File: src/rtl/uart_pkg.sv
// Shared UART definitions: FSM state encoding, parity selector and line-level bit values.
// The receiver's parity checker uses these same constants.
package uart_pkg;

  typedef enum logic [2:0] {
    IDLE   = 3'd0,
    START  = 3'd1,
    DATA   = 3'd2,
    PARITY = 3'd3,
    STOP   = 3'd4
  } uart_state_e;

  localparam logic PAR_EVEN  = 1'b0;
  localparam logic PAR_ODD   = 1'b1;
  localparam logic START_BIT = 1'b0;
  localparam logic STOP_BIT  = 1'b1;

endpackage

File: src/rtl/uart_tx_if.sv
// Byte request/serial line bundle between a byte producer and the UART transmitter.
interface uart_tx_if #(parameter int DATA_WIDTH = 8);
  logic [DATA_WIDTH-1:0] P_DATA;
  logic                  Data_Valid;
  logic                  PAR_EN;
  logic                  PAR_TYP;
  logic                  TX_OUT;
  logic                  busy;

  modport master (output P_DATA, Data_Valid, PAR_EN, PAR_TYP, input  TX_OUT, busy);
  modport slave  (input  P_DATA, Data_Valid, PAR_EN, PAR_TYP, output TX_OUT, busy);
endinterface

File: src/rtl/parity_calc.sv
// Combinational parity of a data word: even -> XOR of the bits, odd -> XNOR.
module parity_calc
  import uart_pkg::*;
#(
  parameter int DATA_WIDTH = 8
) (
  input  logic [DATA_WIDTH-1:0] data_i,
  input  logic                  par_typ_i,
  output logic                  par_o
);

  assign par_o = (par_typ_i == PAR_ODD) ? ~^data_i : ^data_i;

endmodule

File: src/rtl/uart_tx.sv
// UART transmit serializer: one clk per bit, start + LSB-first data + optional parity + stop.
// state  | meaning
// IDLE   | line high, waiting for Data_Valid
// START  | start bit on the line
// DATA   | data bit [cnt_q] on the line
// PARITY | parity bit on the line
// STOP   | stop bit on the line, back to IDLE next
module uart_tx
  import uart_pkg::*;
#(
  parameter int DATA_WIDTH = 8
) (
  input  logic       clk,
  input  logic       rst,
  uart_tx_if.slave   tif
);

  localparam int CW = (DATA_WIDTH > 1) ? $clog2(DATA_WIDTH) : 1;
  localparam logic [CW-1:0] LAST_BIT = CW'(DATA_WIDTH - 1);

  uart_state_e           state_q, state_d;
  logic [CW-1:0]         cnt_q, cnt_d;
  logic [DATA_WIDTH-1:0] data_q, data_d;
  logic                  par_en_q, par_en_d;
  logic                  par_typ_q, par_typ_d;
  logic                  tx_q, tx_d;
  logic                  busy_q, busy_d;
  logic                  par_bit;

  parity_calc #(.DATA_WIDTH(DATA_WIDTH)) u_parity (
    .data_i    (data_q),
    .par_typ_i (par_typ_q),
    .par_o     (par_bit)
  );

  always_ff @(posedge clk or negedge rst) begin
    if (!rst) begin
      state_q   <= IDLE;
      cnt_q     <= '0;
      data_q    <= '0;
      par_en_q  <= 1'b0;
      par_typ_q <= 1'b0;
      tx_q      <= STOP_BIT;
      busy_q    <= 1'b0;
    end else begin
      state_q   <= state_d;
      cnt_q     <= cnt_d;
      data_q    <= data_d;
      par_en_q  <= par_en_d;
      par_typ_q <= par_typ_d;
      tx_q      <= tx_d;
      busy_q    <= busy_d;
    end
  end

  // Outputs are registered from the next state, so the line reflects a state in the same cycle.
  always_comb begin
    state_d   = state_q;
    cnt_d     = cnt_q;
    data_d    = data_q;
    par_en_d  = par_en_q;
    par_typ_d = par_typ_q;
    tx_d      = STOP_BIT;
    busy_d    = 1'b1;
    unique case (state_q)
      IDLE: begin
        busy_d = 1'b0;
        if (tif.Data_Valid) begin
          state_d   = START;
          data_d    = tif.P_DATA;
          par_en_d  = tif.PAR_EN;
          par_typ_d = tif.PAR_TYP;
          cnt_d     = '0;
          tx_d      = START_BIT;
          busy_d    = 1'b1;
        end
      end
      START: begin
        state_d = DATA;
        cnt_d   = '0;
        tx_d    = data_q[0];
      end
      DATA: begin
        if (cnt_q == LAST_BIT) begin
          if (par_en_q) begin
            state_d = PARITY;
            tx_d    = par_bit;
          end else begin
            state_d = STOP;
            tx_d    = STOP_BIT;
          end
        end else begin
          cnt_d = cnt_q + CW'(1);
          tx_d  = data_q[cnt_d];
        end
      end
      PARITY: begin
        state_d = STOP;
        tx_d    = STOP_BIT;
      end
      STOP: begin
        state_d = IDLE;
        tx_d    = STOP_BIT;
        busy_d  = 1'b0;
      end
      default: begin
        state_d = IDLE;
        busy_d  = 1'b0;
      end
    endcase
  end

  assign tif.TX_OUT = tx_q;
  assign tif.busy   = busy_q;

endmodule
File: src/flat_wrapper.sv
// flat-port wrapper written by rule: the top's interface ports become plain ports
module uart_tx_flat import uart_pkg::*;
#(
  parameter int DATA_WIDTH = 8
)
  (clk, rst, tif_P_DATA, tif_Data_Valid, tif_PAR_EN, tif_PAR_TYP, tif_TX_OUT, tif_busy);
  uart_tx_if #(.DATA_WIDTH(DATA_WIDTH)) tif_i ();
  input  logic clk;
  input  logic rst;
  input wire logic [$bits(tif_i.P_DATA)-1:0] tif_P_DATA;
  input wire logic [$bits(tif_i.Data_Valid)-1:0] tif_Data_Valid;
  input wire logic [$bits(tif_i.PAR_EN)-1:0] tif_PAR_EN;
  input wire logic [$bits(tif_i.PAR_TYP)-1:0] tif_PAR_TYP;
  output wire logic [$bits(tif_i.TX_OUT)-1:0] tif_TX_OUT;
  output wire logic [$bits(tif_i.busy)-1:0] tif_busy;
  assign tif_i.P_DATA = tif_P_DATA;
  assign tif_i.Data_Valid = tif_Data_Valid;
  assign tif_i.PAR_EN = tif_PAR_EN;
  assign tif_i.PAR_TYP = tif_PAR_TYP;
  assign tif_TX_OUT = tif_i.TX_OUT;
  assign tif_busy = tif_i.busy;
  uart_tx #(.DATA_WIDTH(DATA_WIDTH)) u_core (.clk(clk), .rst(rst), .tif(tif_i));
endmodule
File: config.mk
export PLATFORM = sky130hd
export DESIGN_NAME = uart_tx_flat
export DESIGN_NICKNAME = d
export VERILOG_FILES = /design/src/rtl/uart_pkg.sv /design/src/rtl/uart_tx_if.sv /design/src/rtl/parity_calc.sv /design/src/rtl/uart_tx.sv /design/src/flat_wrapper.sv
export SDC_FILE = /design/constraint.sdc
export NUM_CORES = 1
export LEC_CHECK = 0
export CORE_UTILIZATION = 30
export DETAILED_ROUTE_END_ITERATION = 10
export MAX_ROUTING_LAYER = met4
export PLACE_DENSITY = 0.56
export SYNTH_ARGS = -nofsm -noshare
export SYNTH_HDL_FRONTEND = slang
export SYNTH_SLANG_ARGS = --single-unit
File: constraint.sdc
create_clock -name clk -period 4 [get_ports clk]
set_input_delay 0.6 -clock clk [delete_from_list [all_inputs] [get_ports clk]]
set_output_delay 0.6 -clock clk [all_outputs]
set_load 0.02 [all_outputs]
==> results of run 1 <==
## power by group
group	internal, mW	switching, mW
clock	0.0554	0.0557
combinational	0.283	0.170
sequential	0.270	0.0827
## cells in the final DEF, fill, tap and decap left out, types with 2 or more instances in the layout
| cell | instances |
|---|---|
| sky130_fd_sc_hd__a21oi_1 | 2 |
| sky130_fd_sc_hd__a22o_1 | 2 |
| sky130_fd_sc_hd__a31oi_1 | 2 |
| sky130_fd_sc_hd__clkbuf_4 | 3 |
| sky130_fd_sc_hd__clkdlybuf4s50_1 | 14 |
| sky130_fd_sc_hd__dfrtp_1 | 17 |
| sky130_fd_sc_hd__ha_1 | 2 |
| sky130_fd_sc_hd__inv_1 | 2 |
| sky130_fd_sc_hd__mux2_2 | 10 |
| sky130_fd_sc_hd__mux4_1 | 2 |
| sky130_fd_sc_hd__nand2_1 | 3 |
| sky130_fd_sc_hd__nor2_1 | 3 |
| sky130_fd_sc_hd__nor2b_1 | 2 |
| sky130_fd_sc_hd__nor3_1 | 2 |
| sky130_fd_sc_hd__nor3b_1 | 3 |
| sky130_fd_sc_hd__o21ai_0 | 3 |
| sky130_fd_sc_hd__xnor2_1 | 4 |
| sky130_fd_sc_hd__xor2_1 | 2 |
## how the worst max path moves through the flow
stage,end,slack (ns),depth (start not counted),from
final,tif_TX_OUT,2.00,1,u_core.tif.TX_OUT
after global routing,tif_TX_OUT,1.95,1,u_core.tif.TX_OUT
after CTS,tif_TX_OUT,1.97,1,u_core.tif.TX_OUT
after detailed placement,u_core.data_q[7],1.87,5,tif_Data_Valid
after global placement,u_core.data_q[1],1.88,5,tif_Data_Valid
after floorplan,u_core.tif.TX_OUT,2.33,5,u_core.cnt_q[0]
## cells by family (layout without fill, tap and decap cells)
group	after synthesis	after routing	share of synthesized area, %
simple gates	14	14	8.27
compound gates	12	12	9.54
fa+ha+maj	2	2	2.80
xor+xnor	7	7	8.41
flops	18	18	50.6
mux	12	12	18.5
buf+inv	4	21	1.82
## registers in the layout (all words and copies together) (netlist names)
register           count
u_core.cnt_q           3
u_core.data_q          8
u_core.par_en_q        1
u_core.par_typ_q       1
u_core.state_q         3
u_core.tif.TX_OUT      1
u_core.tif.busy        1
## final cells by class
class / count / area, µm² / area share, %
Tap cell: 31 / 38.8 / 3.51
Inverter: 2 / 7.51 / 0.679
Multi-Input combinational cell: 47 / 424 / 38.3
Sequential cell: 18 / 452 / 40.8
Timing Repair Buffer: 15 / 148 / 13.3
Clock buffer: 4 / 36.3 / 3.28
## routing by layer
layer	GRT usage (%)	share of wire (%)	vias up
met5	-	0	-
met4	6.27	0.93	0
met3	2.07	3.4	2
met2	16.6	50	12
met1	13.4	45	281
li1	-	-	284
## metrics by stage
stage          hold slack [ns]  worst slack [ns]  utilization (%)
3_3_place_gp             0.495              1.88             38.5
3_5_place_dp             0.495              1.87             38.5
2_1_floorplan            0.304              2.33                -
6_report                 0.519              2.00             39.8
4_1_cts                  0.527              1.97             39.8
5_1_grt                  0.568              1.95             39.8
==> summary.md, run 1 <==
The final estimated routing congestion in global placement came out at 0.764. The initial utilization of the core area, before any placement, comes to 32.1%. In this run the critical register-to-register path is captured at u_core.tif.TX_OUT. The final wirelength was 1.40 mm.

In this run the critical register-to-register path is launched from u_core.cnt_q[0]. The repair_antennas step left the layout with diodes totalling 0. The detail route stage leaves a number of antenna-violating nets equal to 0. TritonCTS built the clock tree. The number of enable flip-flop cells after synthesis is 0, and the worst-case register-to-register setup slack is 2.17 ns. Summing all placed instances gives a cell area of 1070 µm².

The largest fanout on the critical path is 1. The mean instance size in the synthesized netlist came out at 12.9 µm². Most frequently used flop master after synthesis: sky130_fd_sc_hd__dfrtp_1. The tools report the total of cells resized after clock tree synthesis as 0.

Detailed routing inserted a total of 579 vias. For this run, the post-layout net count is 102. The tool flagged a number of max-cap violations equal to 0.

Total power for the finished layout comes to 0.917 mW. STA classifies the critical path startpoint as a flip-flop. The number of library cell types mapped by synthesis was 24; the static leakage was 0.464 nW. Using the TritonRoute via totals, the vias-per-cell ratio works out to 4.95.

The number of global-route vias before repair came out at 605. The register bit total from synthesis was 18; the first-pass iteration count of the detailed router was 4. For the number of hold-slack violations in the final timing report, the log shows 0. The routed wirelength normalized by instance count was 12.0 µm; the synthesized area was 892 µm².

Ranked by total cell area, the synthesized netlist is headed by sky130_fd_sc_hd__dfrtp_1 48%, sky130_fd_sc_hd__mux2_2 13%, sky130_fd_sc_hd__mux4_1 5.9%, sky130_fd_sc_hd__xnor2_1 3.9%, sky130_fd_sc_hd__dfstp_2 2.9%. The data required time at the worst endpoint was 3.40 ns; the buffer count from post-CTS setup fixing was 0. Ranked by instance count, the synthesized netlist is headed by 17 x sky130_fd_sc_hd__dfrtp_1, 10 x sky130_fd_sc_hd__mux2_2, 4 x sky130_fd_sc_hd__xnor2_1. For the sequential cell area fraction in the yosys report, the log shows 50.6%.

The pin slew with the least headroom to its limit works out to 0.770 ns. The largest net degree at the start of global routing is 19. Count of final max-slew check failures: 0.

TritonCTS buffer count: 3. Post-route setup TNS: 0 ns. The number of standard-cell rows in the floorplan was 19.

The tools report the critical hold path startpoint as u_core.cnt_q[1]. The die covers 3200 µm². The clock reaches the later pin of the worst-skew pair after 0.29 ns. The tools report the non-filler instance count after layout as 117. Global routing finished with a remaining overflow of 0.

The buffering stage count on the worst path with inverters included is 1. The run gives 2 as the maximum buffer depth of the clock tree. In this run the power density over the cells is 829 nW/µm². The slowest cell on the critical path is sky130_fd_sc_hd__clkdlybuf4s50_1.

In the synthesized netlist the async set-or-reset flop fraction comes to 100%. For the synthesized net count, the log shows 84. The floorplan step set the die width to 56.5 µm. Yosys warning count: 0.

Clock tree synthesis selected as its root buffer the cell sky130_fd_sc_hd__clkbuf_4. The first-pass GRT wire length was 2.58 mm; the total track usage was 10.9%. After technology mapping, the gate count stands at 69.

Data arrives at the worst endpoint at 1.40 ns. In the routed design, unresolved DRC markers number 0. The run finished with clean final reports. The path with the worst hold slack has its endpoint at u_core.cnt_q[1]. 15 I/O pins were placed. After clock tree synthesis, the flow added hold-fix buffers numbering 0. Setup violations remaining at the end of the flow were counted as 0. The total area inside the core boundary comes to 2780 µm². The clock sink total was 18; the clock edge transition at the registers on the reported setup and hold paths was 0.10 ns.

In this run the worst hold path is classified as flip-flop to flip-flop. The cell taking the most area after synthesis was sky130_fd_sc_hd__dfrtp_1. The maximum vdd drop is 0.377 mV, and the fraction of post-synthesis cell area in the top cell type by area is 47.7%.

During placement, the flow inserted port buffers numbering 14. The number of cells traversed by the worst hold path is 1. Measured in cells, the most critical reg-to-reg path has a length of 5. The critical path goes through clkdlybuf4s50_1. The initial antenna violation count was 0; the headroom to the max-slew limit was 48.5%. The category of cells accounting for the largest share of critical-path delay is buffers and inverters. Counting tap cells, the placed design contains a total of 113 instances. The HPWL after detailed placement is 1.10 mm. The final clock skew is 0.00419 ns, and the overall die height is 56.5 µm. Setup repair after global routing left no endpoint under its margin. The maximum single-stage delay on the critical path is 0.59 ns, and the number of H-tree branching levels is 1. The shortest period the worst path allows was 2.00 ns.

The dominant cell by count in the synthesized netlist was sky130_fd_sc_hd__dfrtp_1. Relative to the synthesized area, the layout overhead comes to 24.0%. The worst setup path is captured at an output port. For this run, the top clock speed supported by timing is 0.500 GHz.

The fraction of final layout cells with drive strength greater than 1 is 20.9%, and the final cell area excluding filler cells is 1110 µm². The detailed router's first-iteration violation count was 6. The kind of critical path was flip-flop to output port. Of the available clock period, the critical path in the final layout requires 50.0%.

The layout filler cell count was 273.
Power figures use the tool's default switching activity.
==> run 2, diff against run 1 <==
- PLACE_DENSITY: 0.56 -> 0.58
- clock period: 4 -> 1.8 ns (I/O delays scaled with it)
==> summary.md, run 2 (synthesis gave the netlist of run 1 again) <==
The flow ran to the end, and the final reports show no timing, DRC or antenna violations. The tools report the clock latency of the later-clocked register in the worst-skew pair as 0.30 ns (about the same). STA classifies the critical path startpoint as a flip-flop. The tools report the critical path arrival as 1.98 ns (+0.58 ns). Remaining routing DRC violations: 0 (unchanged). The number of standard-cell rows in the floorplan was 19 (unchanged); the final wirelength was 1.52 mm (+8.5%). Class of the most critical hold timing path: input port to async pin. The sum of internal, switching and leakage power was 2.13 mW (+130%); the internal power contribution was 1.42 mW (+130%).

The worst hold margin was 0.276 ns (-0.243 ns); the fraction of final layout cells with drive strength greater than 1 was 28.3% (+7.3 points). The critical path capture point type was a flip-flop. The areal power density over the cells is 1830 nW/µm² (+120%). For the clock sink total, the log shows 18 (unchanged). The TritonCTS buffer count is 3 (unchanged), and the clock edge transition at the registers on the reported setup and hold paths is 0.10 ns (about the same).

CTS placed an instance of sky130_fd_sc_hd__clkbuf_4 at the clock tree root. The number of placed I/O pins came out at 15 (unchanged). The cell area after placement is 1110 µm² (+4.2%), and the data required time at the worst endpoint is 2.03 ns (-1.37 ns). Setup repair after global routing could not meet its margin everywhere. The pin slew with the least headroom to its limit works out to 0.459 ns (-0.311 ns). The buffer count from post-CTS setup fixing was 0 (unchanged). The detailed router's first-iteration violation count is 2 (-4), and the headroom to the max-slew limit is 69.3% (+21 points). The detail-routed via count per cell is 4.90 (-0.94%), and the setup-violating endpoint count in the final report is 0 (unchanged). The final estimated routing congestion in global placement was 0.758 (-0.85%); the worst-case setup margin in the final layout was 0.0540 ns (-1.94 ns). The number of flip-flops in the largest register works out to 8 (unchanged).

The shortest period the worst path allows was 1.75 ns. The logs give 1160 µm² (+5.3%) for the final cell area excluding filler cells and 11.9% (+1.0 points) for the total track usage. The number of port buffers is 14 (unchanged). The largest fanout on the critical path works out to 4 (+3). The routed wirelength normalized by instance count was 12.4 µm (+3.2%); the share of the clock period used by the worst path after layout was 97.0%. The largest registers in the layout are u_core.data_q x8, u_core.cnt_q x3, u_core.state_q x3. The power spent charging and discharging nets was 0.709 mW (+130%).

Cts-stage hold buffer count: 0 (unchanged). The run gives 0.573 GHz as the highest clock frequency the design can meet. The first-pass iteration count of the detailed router came out at 4 (unchanged). The run gives 2 (unchanged) as the maximum buffer depth of the clock tree. The run gives 123 (+5.1%) as the non-filler instance count after layout. The run gives 2.80 mm (+8.6%) as the first-pass GRT wire length. Residual overflow from global routing: 0 (unchanged). The effective utilization at floorplan was 32.1% (unchanged); the area of the placeable core was 2780 µm² (unchanged). The fraction of power spent switching nets is 33.3% (-0.33 points). The number of nets in the finished design is 108 (+5.9%). The run gives 11 (-8) as the largest net degree at the start of global routing. The logs give 36.5% (-2.0 points) for the sequential share of power and 41.9% (+2.1 points) for the final standard cell utilization of the core. Total instance count after detailed placement: 119 (+5.3%).

Leaving out fill and tap cells, the most frequent cell in the layout is sky130_fd_sc_hd__dfrtp_1. The number of vias after detailed routing is 603 (+4.1%), and the layout filler cell count is 266 (-2.6%). The run gives 0 (unchanged) as the antenna violation net count after detailed routing. The tools report the die area as 3200 µm² (unchanged). The worst setup path is of the flip-flop to flip-flop kind. The post-route setup TNS was 0 ns (unchanged). The area growth from synthesis to layout is 30.6%.

The die extent in x works out to 56.5 µm (unchanged). The initial antenna violation count is 0 (unchanged). Register name with the most flops: u_core.data_q. The tools report the maximum vdd drop as 1.01 mV (+170%). The top cell types in the final layout, fill and taps aside, are 16 x sky130_fd_sc_hd__dfrtp_1, 14 x sky130_fd_sc_hd__clkdlybuf4s50_1, 10 x sky130_fd_sc_hd__mux2_2.

TritonCTS built the clock tree. The final clock skew is 0.00680 ns (+0.00260 ns), and the share of power burned in the clock network is 11.7% (-0.4 points). The number of max-cap violations was 0 (unchanged). For the minimum setup slack after placement, the log shows -0.0822 ns (-1.95 ns). The overall die height is 56.5 µm (unchanged). The combinational cell fraction of total power is 51.7% (+2.3 points), and the static leakage is 0.492 nW (+6.0%). For the number of global-route vias before repair, the log shows 606 (+0.17%). The count of final max-slew check failures is 0 (unchanged). The number of diodes came out at 0 (unchanged). The number of H-tree branching levels came out at 1 (unchanged).

The placed wire-length estimate is 1.21 mm (+10%), and the number of hold-slack violations in the final timing report is 0 (unchanged).
run 2: area by class of cell:
cell class	instances	area (µm²)	area share, %
well taps	31	38.8	3.33
multi-input cells	47	437	37.5
inverters	2	7.51	0.644
flip-flops and latches	18	453	38.9
repair buffers	21	193	16.5
clock buffers	4	36.3	3.11
run 2: what timing repair did:
item	in CTS	in global routing
gates resized for setup	2	0
pin swaps	0	1
endpoints found under the setup margin	1	1
run 2: path summary, 6_finish.rpt:
kind / startpoint / end / slack [ns] / depth (start not counted)
max in group asynchronous: rst / u_core.data_q[2] / 1.03 / 2
worst min-delay path: rst / u_core.state_q[2] / 0.28 / 1
min in group clk: tif_PAR_EN / u_core.par_en_q / 0.53 / 3
worst max-delay path: u_core.cnt_q[0] / u_core.tif.TX_OUT / 0.05 / 5
worst max register to register: u_core.cnt_q[0] / u_core.tif.TX_OUT / 0.05 / 5
worst min register to register: u_core.cnt_q[2] / u_core.cnt_q[2] / 0.54 / 1
run 2: routing by layer:
| metal | up-vias | routed length, µm | part of all wire [%] | global-route usage [%] |
|---|---|---|---|---|
| met2 | 12 | 728 | 48 | 18.5 |
| met1 | 292 | 718 | 47 | 14.3 |
| met4 | 0 | 8 | 0.53 | 3.14 |
| li1 | 297 | - | - | - |
| met3 | 2 | 66 | 4.3 | 4.84 |
| met5 | - | 0 | 0 | - |
run 2: power by group through the flow:
stage | Sequential, mW | Combinational (mW) | Clock, mW
after floorplan | 0.760 | 0.819 | 0
after global placement | 0.773 | 1.08 | 0
after detailed placement | 0.781 | 1.10 | 0
after CTS | 0.782 | 1.12 | 0.266
after global routing | 0.810 | 1.22 | 0.287
final | 0.779 | 1.10 | 0.250
run 2: worst max-delay path: stages, from the launching register on:
cell and delay (ns):
sky130_fd_sc_hd__dfrtp_2 0.47, sky130_fd_sc_hd__ha_4 0.29, sky130_fd_sc_hd__mux4_1 0.26, sky130_fd_sc_hd__mux2_2 0.29
sky130_fd_sc_hd__a221oi_2 0.26, sky130_fd_sc_hd__o21ai_1 0.10
==> run 3, diff against run 2 <==
- CTS_CLUSTER_SIZE: default -> 28
- DONT_BUFFER_PORTS: default -> 1
- PLACE_DENSITY: 0.58 -> 0.51
==> summary.md, run 3 (synthesis gave the netlist of run 1 again) <==
The headroom to the max-slew limit was 47.7% (-22 points); the number of standard-cell rows in the floorplan was 19 (unchanged). The final cell area excluding filler cells is 1000 µm² (-14%), and the share of the clock period used by the worst path after layout is 94.6% (-2.4 points). For the final estimated routing congestion in global placement, the log shows 0.783 (+3.4%). The data required time at the worst endpoint is 2.02 ns (about the same). TritonCTS built the clock tree. The routed wirelength normalized by instance count was 13.9 µm (+12%). The critical path in this run is classified as flip-flop to flip-flop. The remaining routing DRC violations is 0 (unchanged), and the number of global-route vias before repair is 547 (-9.7%). The shortest period the worst path allows was 1.70 ns (-0.0432 ns); the final wirelength was 1.49 mm (-2.2%). The tools report the area of the placeable core as 2780 µm² (unchanged).

The count of final max-slew check failures was 0 (unchanged). From synthesis to final layout, the design area changed by 12.3%. The sum of internal, switching and leakage power was 2.01 mW (-5.8%); the number of port buffers was 0 (-14).

The tools report the number of max-cap violations as 0 (unchanged). The largest fanout on the critical path is 4 (unchanged), and the total track usage is 10.5% (-1.4 points). The number of cells traversed by the worst register-to-register path works out to 5 (unchanged).

In this run the worst hold path is classified as input port to flip-flop. The library cell used most frequently in the layout, excluding fill and tap cells, is sky130_fd_sc_hd__dfrtp_1. The worst setup path is launched from a flip-flop. The endpoint identified for the worst register-to-register timing path is u_core.tif.TX_OUT. The first-pass iteration count of the detailed router came out at 4 (unchanged). The footprint of the multi-input gates is 437 µm² (unchanged), and the number of cells traversed by the worst hold path is 2. The tools report the internal power contribution as 1.32 mW (-7.5%). For this design, the slowest cell found on the critical path is sky130_fd_sc_hd__dfrtp_2. For the largest net degree at the start of global routing, the log shows 19 (+8). The register name with the most flops is u_core.data_q. The logs give 1.12 mV (+11%) for the maximum vdd drop and 32.1% (unchanged) for the effective utilization at floorplan. The run gives 0 (unchanged) as the number of diodes. The tools report the sequential cell area as 453 µm² (unchanged).

The share of power burned in the clock network is 10.3% (-1.4 points), and the number of placed I/O pins is 15 (unchanged). The tools report the maximum buffer depth of the clock tree as 2 (unchanged). The non-filler instance count after layout was 107 (-13%).

The post-route setup TNS came out at 0 ns (unchanged). The sequential share of power came out at 40.6% (+4.1 points). The areal power density over the cells was 2000 nW/µm² (+9.5%). The top cell types in the final layout, fill and taps aside, are 16 x sky130_fd_sc_hd__dfrtp_1, 10 x sky130_fd_sc_hd__mux2_2, 4 x sky130_fd_sc_hd__xnor2_1, 4 x sky130_fd_sc_hd__buf_4. For the initial antenna violation count, the log shows 0 (unchanged).

The library cell used as clock root buffer was sky130_fd_sc_hd__clkbuf_4. Final clock skew: 0.00253 ns (-0.00427 ns). Fraction of power spent switching nets: 34.5% (+1.2 points). Clock edge transition at the registers on the reported setup and hold paths: 0.10 ns (about the same). The maximum single-stage delay on the critical path works out to 0.46 ns (about the same). The worst-case register-to-register setup slack is 0.1 ns (+0.04 ns).

The power spent charging and discharging nets was 0.692 mW (-2.3%). The run gives 18 (unchanged) as the clock sink total. The number of flip-flops in the largest register is 8 (unchanged). Total instance count after detailed placement: 101 (-15%). The number of nets in the finished design was 92 (-15%); the die area was 3200 µm² (unchanged).

The number of H-tree branching levels is 1 (unchanged). The logs give 945 µm² (-15%) for the cell area after placement and 1.92 ns (-0.06 ns) for the critical path arrival. Setup repair after global routing left no endpoint under its margin. The setup-violating endpoint count in the final report was 0 (unchanged); the detail-routed via count per cell was 5.10 (+4.1%). The tools report the antenna violation net count after detailed routing as 0 (unchanged). The overall die height came out at 56.5 µm (unchanged). The pin slew with the least headroom to its limit is 0.782 ns (+0.323 ns). The run finished with clean final reports. The run gives 273 (+2.6%) as the layout filler cell count.

The run gives 0.420 nW (-15%) as the static leakage. The worst hold path endpoint was u_core.par_en_q. The fraction of final layout cells with drive strength greater than 1 is 28.9% (+0.69 points).

The run gives 546 (-9.5%) as the number of vias after detailed routing. The die extent in x is 56.5 µm (unchanged), and the clock latency of the later-clocked register in the worst-skew pair is 0.29 ns (about the same). The tools report the detailed router's first-iteration violation count as 9 (+7).

In the final layout, the registers with the most flip-flops are u_core.data_q x8, u_core.cnt_q x3, u_core.state_q x3. Highest clock frequency the design can meet: 0.587 GHz (+2.5%). Walking the worst path, the cells encountered are ha_4 -> mux4_1 -> mux2_2 -> a221oi_2 -> o21ai_1. The run gives 49.1% (-2.6 points) as the combinational cell fraction of total power. The critical hold path startpoint is tif_PAR_EN. The first-pass GRT wire length is 2.44 mm (-13%). The number of hold-slack violations in the final timing report is 0 (unchanged). The residual overflow from global routing is 0 (unchanged). Worst flop-to-flop path startpoint: u_core.cnt_q[0].

STA classifies the critical path endpoint as a flip-flop. The TritonCTS buffer count came out at 3 (unchanged).
## run 3: cell count changes in the layout (fill, tap and decap cells not counted), sizes merged
cell	before	now
buf	7	4
clkdlybuf4s50	14	0
dlygate4sd3	0	1
## run 3: final cells by class
class,instances,area share [%]
multi-input cells,47,43.6
well taps,31,3.87
flip-flops and latches,18,45.2
inverters,2,0.749
clock buffers,4,2.62
repair buffers,5,4.00
## run 3: worst max-delay path by stage
stage	from	to	slack, ns	depth (start not counted)
final	u_core.cnt_q[0]	u_core.tif.TX_OUT	0.1	5
after CTS	u_core.cnt_q[0]	u_core.tif.TX_OUT	0.004	5
after global placement	u_core.cnt_q[0]	u_core.tif.TX_OUT	0.09	5
after detailed placement	u_core.cnt_q[0]	u_core.tif.TX_OUT	0.01	5
after global routing	u_core.cnt_q[0]	u_core.tif.TX_OUT	0.002	5
after floorplan	u_core.cnt_q[0]	u_core.tif.TX_OUT	0.13	5
## run 3: what timing repair did
item / CTS / global route
gates resized for setup: 0 / 2
setup endpoints to repair: 1 / 1
hold buffers: 1 / 0
endpoints found under the hold margin: 18 / 0
pin swaps: 0 / 1
setup buffers: 1 / 0
## run 3: layer usage
| metal | track usage (%) | up-vias | wire, µm |
|---|---|---|---|
| met1 | 12.6 | 265 | 722 |
| li1 | - | 267 | - |
| met4 | 7.32 | 0 | 40 |
| met3 | 2.53 | 4 | 52 |
| met5 | - | - | 0 |
| met2 | 15.5 | 10 | 674 |
## run 3: power by group through the flow
stage                     sequential (mW)  combinational [mW]  clock, mW
final                               0.816               0.987      0.206
after global routing                0.848                1.08      0.234
after CTS                           0.806               0.987      0.217
after detailed placement            0.818               0.963          0
after global placement              0.821               0.941          0
after floorplan                     0.760               0.819          0
## run 3: through the flow
step | hold WS [ns] | worst slack, ns | util (%)
finish | 0.0997 | 0.0972 | 36.0
global route | 0.101 | 0.00197 | 36.0
CTS | 0.101 | 0.00438 | 35.5
detailed placement | -0.0249 | 0.0117 | 34.0
global placement | -0.0250 | 0.0896 | 34.0
floorplan | -0.0256 | 0.132 | -
## run 3: critical path, delay by kind of cell, from the launching register on
family                     cells  cell delay [ns]
muxes                          2             0.56
DFF                            1             0.46
AOI/OAI and AO/OA              2             0.34
adders and majority gates      1             0.29
